==> src/rtl/sd_stream_deserializer.sv <==
// Serial-to-parallel stage behind the SD-card SPI reader: packs cfg_dat_i bits MSB-first
// into WORD_W-bit words, hands them off over valid/ready, and tracks image length and overruns.
module sd_stream_deserializer #(
    parameter int WORD_W     = 16,
    parameter int TOTAL_BITS = 159031792,
    parameter int CNT_W      = 32
) (
    input  logic              clk_i,
    input  logic              reset_n_i,
    input  logic              start_i,
    input  logic              cfg_clk_i,
    input  logic              cfg_dat_i,
    output logic              cfg_hold_o,
    input  logic              prog_full_i,
    output logic [WORD_W-1:0] word_o,
    output logic              word_valid_o,
    input  logic              word_ready_i,
    output logic              dat_done_o,
    output logic              overrun_o,
    output logic [CNT_W-1:0]  bit_count_o,
    output logic              busy_o
);

    localparam int SUB_W                    = $clog2(WORD_W) + 1;
    localparam logic [SUB_W-1:0] SUB_LAST   = SUB_W'(WORD_W - 1);
    localparam logic [CNT_W-1:0] TOTAL_CNT  = CNT_W'(TOTAL_BITS);
    localparam logic             HAS_TAIL   = (TOTAL_BITS % WORD_W) != 0;

    typedef enum logic [1:0] {IDLE, RUN, FLUSH, DONE} state_t;

    state_t             state, state_next;
    logic               cfg_clk_q;
    logic [WORD_W-1:0]  shift, shift_next, shifted;
    logic [SUB_W-1:0]   sub_cnt, sub_next;
    logic [CNT_W-1:0]   bit_count, count_next;
    logic [WORD_W-1:0]  word, word_next;
    logic               word_valid, valid_next;
    logic               overrun, overrun_next;
    logic               dat_done, done_next;
    logic               cfg_hold, hold_next;
    logic               bit_edge, xfer, can_load;

    // Move the n received tail bits to the top of the word, zero-filling below.
    function automatic logic [WORD_W-1:0] left_justify(input logic [WORD_W-1:0] bits,
                                                       input logic [SUB_W-1:0]  n);
        return bits << (SUB_W'(WORD_W) - n);
    endfunction

    always_ff @(posedge clk_i or negedge reset_n_i) begin
        if (!reset_n_i) state <= IDLE;
        else            state <= state_next;
    end

    always_comb begin
        bit_edge     = cfg_clk_i & ~cfg_clk_q;
        xfer         = word_valid & word_ready_i;
        can_load     = ~word_valid | xfer;
        shifted      = {shift[WORD_W-2:0], cfg_dat_i};
        state_next   = state;
        shift_next   = shift;
        sub_next     = sub_cnt;
        count_next   = bit_count;
        word_next    = word;
        valid_next   = word_valid & ~word_ready_i;
        overrun_next = overrun;
        done_next    = dat_done;
        case (state)
            IDLE: begin
                if (start_i) state_next = RUN;
            end
            RUN: begin
                if (bit_edge) begin
                    shift_next = shifted;
                    count_next = bit_count + CNT_W'(1);
                    sub_next   = (sub_cnt == SUB_LAST) ? '0 : sub_cnt + SUB_W'(1);
                    if (sub_cnt == SUB_LAST) begin
                        if (can_load) begin
                            word_next  = shifted;
                            valid_next = 1'b1;
                        end else begin
                            overrun_next = 1'b1;
                        end
                    end
                    if (count_next == TOTAL_CNT) state_next = HAS_TAIL ? FLUSH : DONE;
                end
            end
            FLUSH: begin
                // sub_cnt holds the tail length here, always nonzero
                if (can_load) begin
                    word_next  = left_justify(shift, sub_cnt);
                    valid_next = 1'b1;
                    state_next = DONE;
                end
            end
            DONE: begin
                if (can_load) done_next = 1'b1;
            end
            default: state_next = IDLE;
        endcase
        hold_next = (state == FLUSH) || (state == DONE) || prog_full_i ||
                    (word_valid && !word_ready_i) || (sub_cnt == SUB_LAST && word_valid);
    end

    always_ff @(posedge clk_i or negedge reset_n_i) begin
        if (!reset_n_i) begin
            cfg_clk_q  <= 1'b1;
            shift      <= '0;
            sub_cnt    <= '0;
            bit_count  <= '0;
            word       <= '0;
            word_valid <= 1'b0;
            overrun    <= 1'b0;
            dat_done   <= 1'b0;
            cfg_hold   <= 1'b0;
        end else begin
            cfg_clk_q  <= cfg_clk_i;
            shift      <= shift_next;
            sub_cnt    <= sub_next;
            bit_count  <= count_next;
            word       <= word_next;
            word_valid <= valid_next;
            overrun    <= overrun_next;
            dat_done   <= done_next;
            cfg_hold   <= hold_next;
        end
    end

    assign word_o       = word;
    assign word_valid_o = word_valid;
    assign overrun_o    = overrun;
    assign dat_done_o   = dat_done;
    assign cfg_hold_o   = cfg_hold;
    assign bit_count_o  = bit_count;
    assign busy_o       = (state == RUN) || (state == FLUSH);

endmodule

==> config.mk <==
export PLATFORM = sky130hd
export DESIGN_NAME = sd_stream_deserializer
export DESIGN_NICKNAME = d
export VERILOG_FILES = /design/src/rtl/sd_stream_deserializer.sv
export SDC_FILE = /design/constraint.sdc
export NUM_CORES = 1
export LEC_CHECK = 0
export ABC_AREA = 0
export CAP_MARGIN = 20
export CORE_ASPECT_RATIO = 1.5
export CORE_UTILIZATION = 56
export CTS_CLUSTER_SIZE = 28
export DETAILED_ROUTE_END_ITERATION = 10
export PLACE_DENSITY = 0.8
export SLEW_MARGIN = 40
export SYNTH_ARGS = -nofsm -noshare
export SYNTH_HDL_FRONTEND = slang
export SYNTH_SLANG_ARGS = --single-unit
export TNS_END_PERCENT = 30
==> constraint.sdc <==
create_clock -name clk_i -period 4.3 [get_ports clk_i]
set_input_delay 0.86 -clock clk_i [delete_from_list [all_inputs] [get_ports clk_i]]
set_output_delay 0.86 -clock clk_i [all_outputs]
set_load 0.05 [all_outputs]
==> results <==
- The flow ran to the end, and the final reports show no timing, DRC or antenna violations.
- The clock-pin slew of the registers on the worst-case setup and hold paths is 50 ps.
- Pin placement for this block handled 60 I/O pins.
- The count of nets left with antenna violations once routing finished came out at 0.
- The post-placement cell area is 0.005126 sq mm.
- The via count of the first global-routing pass is 3,851.
- Global routing used 28.96% of the available tracks.
- Summing over every cut layer, the via total after detailed routing is 3,970.
- The clock passes through at most 2 buffers.
- The average via count per standard cell is 6.015.
- The horizontal die dimension is 75.02 microns.
- Synthesis produced a netlist whose cell count is 506.
- The placeable core area is 0.007661 sq mm.
- The final worst-path cycle share is 71.76%.
- The number of H-tree branching levels is 3.
- Sequential elements use 42.50% of the synthesized area.
- Counting instances, the worst hold path has a depth of 1.
- For this run, asynchronously set or reset flops after synthesis account for 100.0%.
- The source-to-sink clock delay at the later pin of the worst-skew pair is 340 ps.
- Counting cells, the worst reg-to-reg path comes to 8.
- In this run the core area contains 39 standard-cell rows.
- The net count after synthesis is 521.
- Once the clock tree was built, the setup fixing pass inserted 0 buffers.
- The register cell area after layout is 0.001903 sq mm.
- STA puts the critical path data arrival time at 3280 ps.
- After legalization and detailed placement, the total HPWL measured 7.899 mm.
- The die covers 0.008366 sq mm.
- The die is 111.5 microns tall.
- The class of the tightest hold or removal check is reg2reg.
- Across all register-to-register paths, the minimum setup slack is 1210 ps.
- The tree is rooted in a sky130_fd_sc_hd__clkbuf_16.
- Compared with the post-synthesis result, the final layout area differs by 20.42%.
- The routed length per placed instance is 16.84 microns.
- Summed over all layers, the routed wires come to 11.12 mm.
- The clock sink count is 76.
- In this run the biggest area consumer among cell types represents 41.91% of the synthesized area.
- The total buffers and inverters traversed by the critical path is 0.
- For this configuration, the core starts out at a cell density of 58.45%.
- The global-route wire length before repair is 18.48 mm.
- The number of max-slew violations in the final report was 0.
- At the placement stage, the worst setup path has a slack of 1291 ps.
- The power density over the cells is 591.8 mW/mm^2.
- The number of gates resized after CTS was 0.
- Yosys mapped the design onto 66 distinct sky130hd cell types.
- The biggest area contributor in the post-synthesis netlist is sky130_fd_sc_hd__dfrtp_1.
- The largest net degree at the start of global routing is 77.
- The summed instance area of the synthesized netlist is 0.004478 sq mm.
- The static leakage power is 0.002304 uW.
- The delay contributed by the slowest stage of the critical path is 630 ps.
- The cell class contributing the biggest share of worst-path delay is simple AND/OR/NAND/NOR gates.
- The count of hold buffers inserted by post-cts repair is 0.
- The highest clock frequency the design can meet is 0.3241 GHz.
- The number of enable-type register cells in the synthesized netlist is 0.
- In this run, synthesis produced a sequential element count of 76.
- Clock skew on the completed layout was measured at 7.132 ps.
- For this block, the initial DRC count from the detailed router was 264.
- The signal on the critical path passes through ha_1, nand3_2, or4_4, nor3_2, xnor2_1, a2111oi_0, nor3b_2, o311ai_1.
- The total area of multi-input combinational cells is 0.002421 sq mm.
- Data on the critical path is required at its endpoint by 4500 ps.
- The total congestion overflow after global routing is 0.
- Setup slack closes at 1214 ps.
- The setup path with the least slack is of type reg2reg.
- The post-route netlist has 7.348% of its cells at a drive strength greater than 1.
- For this run, the number of Yosys warnings is 0.
- The final count of hold timing violations is 0.
- The endpoint class of the critical path is a flop.
- Setup violations remaining at the end of the flow were counted as 0.
- In this run the number of cells on the critical path is 8.
- By instance count, the leading cell after synthesis is sky130_fd_sc_hd__nand2_1.
- The number of port buffers is 59.
- Routability-driven placement finished with a final weighted congestion of 0.9126.
- For this run, design rule violations remaining after detail routing come to 0.
- The TritonCTS clock tree is done.
- The count of fill cells added during filler insertion is 636.
- In the final timing run, aggregate negative setup slack is 0 ps.
- By area the synthesized netlist is led by sky130_fd_sc_hd__dfrtp_1, sky130_fd_sc_hd__nand2_1, sky130_fd_sc_hd__xnor2_1.
- The post-layout net count is 568.
- The initial antenna violation count is 0.
- The worst slew margin relative to its limit is 55.51%.
- The maximum vdd ir drop is 326.4 uV.
- In this run, CTS created clock tree buffers numbering 9.
- The routed design could run at a clock period as short as 3086 ps.
- The first detailed-routing pass ran for 5 iterations.
- STA classifies the critical path startpoint as a flop.
- Across the run, the number of max-cap violations was 0.
- On the critical path, the stage with the largest delay is an instance of sky130_fd_sc_hd__or4_4.
- At the pin with the least slew margin, the transition time is 667.3 ps.
- The dominant register cell in the synthesized netlist is sky130_fd_sc_hd__dfrtp_1.
- The area of all placed cells without fillers is 0.005393 sq mm.
- The peak fanout along the critical path is 9.
- The number of inserted diodes is 0.
- Sorting the synthesized cells by how often they occur yields sky130_fd_sc_hd__nand2_1, sky130_fd_sc_hd__dfrtp_1, sky130_fd_sc_hd__nor2_1, sky130_fd_sc_hd__o21ai_0, sky130_fd_sc_hd__xnor2_1.
- Setup repair after global routing left no endpoint under its margin.
- The mean instance size in the synthesized netlist is 8.850 sq um.
per-layer routing:
layer	track usage [%]	part of all wire, %	vias up
met5	0	0	-
met4	15.85	4.3	0
met3	6.606	4.7	44
met2	47.69	52	166
met1	33.93	39	1878
li1	-	-	1882
cells in the final DEF, fill, tap and decap left out, drive strengths merged, types with 5 or more instances in the layout:
cell	n
and2	6
ha	8
nor2	34
clkbuf	14
a21oi	18
nand3	23
buf	7
clkdlybuf4s50	58
nand4	8
nand2	110
xor2	12
inv	8
and3	6
nor4	7
or4	5
o21ai	32
dfrtp	75
mux2i	15
xnor2	26
nor3	15
area by class of cell:
cell class              instances  share of cell area, %
multi-input cells             391                  44.90
flip-flops and latches         76                  35.29
repair buffers                 65                  11.81
clock buffers                  14                  4.710
well taps                     102                  2.367
inverters                      10                 0.6961
clock inverters                 2                 0.2320
registers in the layout, summed over array words and instances, names as in the netlist:
signal and cells:
overrun_o 1, cfg_clk_q 1, dat_done_o 1, word_valid_o 1, sub_cnt 5, cfg_hold_o 1
shift 16, word_o 16, state 2, bit_count_o 32
metrics by stage:
| stage | total power, uW | util [%] | hold WS, ps | instances |
|---|---|---|---|---|
| 2_1_floorplan | 2085 | - | 445.1 | 506 |
| 3_3_place_gp | 2473 | 66.76 | 447.1 | 644 |
| 3_5_place_dp | 2512 | 66.91 | 460.6 | 644 |
| 4_1_cts | 3200 | 70.39 | 473.2 | 660 |
| 5_1_grt | 3380 | 70.39 | 487.0 | 660 |
| 6_report | 3191 | 70.39 | 466.0 | 660 |
kinds of logic after synthesis:
kind of cell	share of synthesized area, %
compound gates	12.57
xor+xnor	7.432
fa+ha+maj	2.235
buf+inv	3.688
flops	42.50
mux	5.867
simple gates	25.71
path summary, 6_finish.rpt:
path                                start              end
setup / recovery           bit_count_o[0]         state[1]
hold / removal                  overrun_o        overrun_o
setup reg to reg           bit_count_o[0]         state[1]
hold reg to reg                 overrun_o        overrun_o
max in group asynchronous       reset_n_i  bit_count_o[21]
min in group asynchronous       reset_n_i         shift[0]
worst register-to-register path: stages, from the launching register on:
cell                        delay, ps
sky130_fd_sc_hd__dfrtp_1          490
sky130_fd_sc_hd__ha_1             340
sky130_fd_sc_hd__nand3_2          200
sky130_fd_sc_hd__or4_4            640
sky130_fd_sc_hd__nor3_2           220
sky130_fd_sc_hd__xnor2_1           80
sky130_fd_sc_hd__a2111oi_0        540
sky130_fd_sc_hd__nor3b_2          330
sky130_fd_sc_hd__o311ai_1         110
power breakdown:
group / internal, uW / switching, uW / leakage (uW) / total, uW
sequential: 848 / 175 / 0.00101 / 1020
combinational: 544 / 941 / 0.00117 / 1490
clock: 406 / 276 / 0.000127 / 682
total: 1800 / 1390 / 0.00230 / 3190
Power figures use the tool's default switching activity.
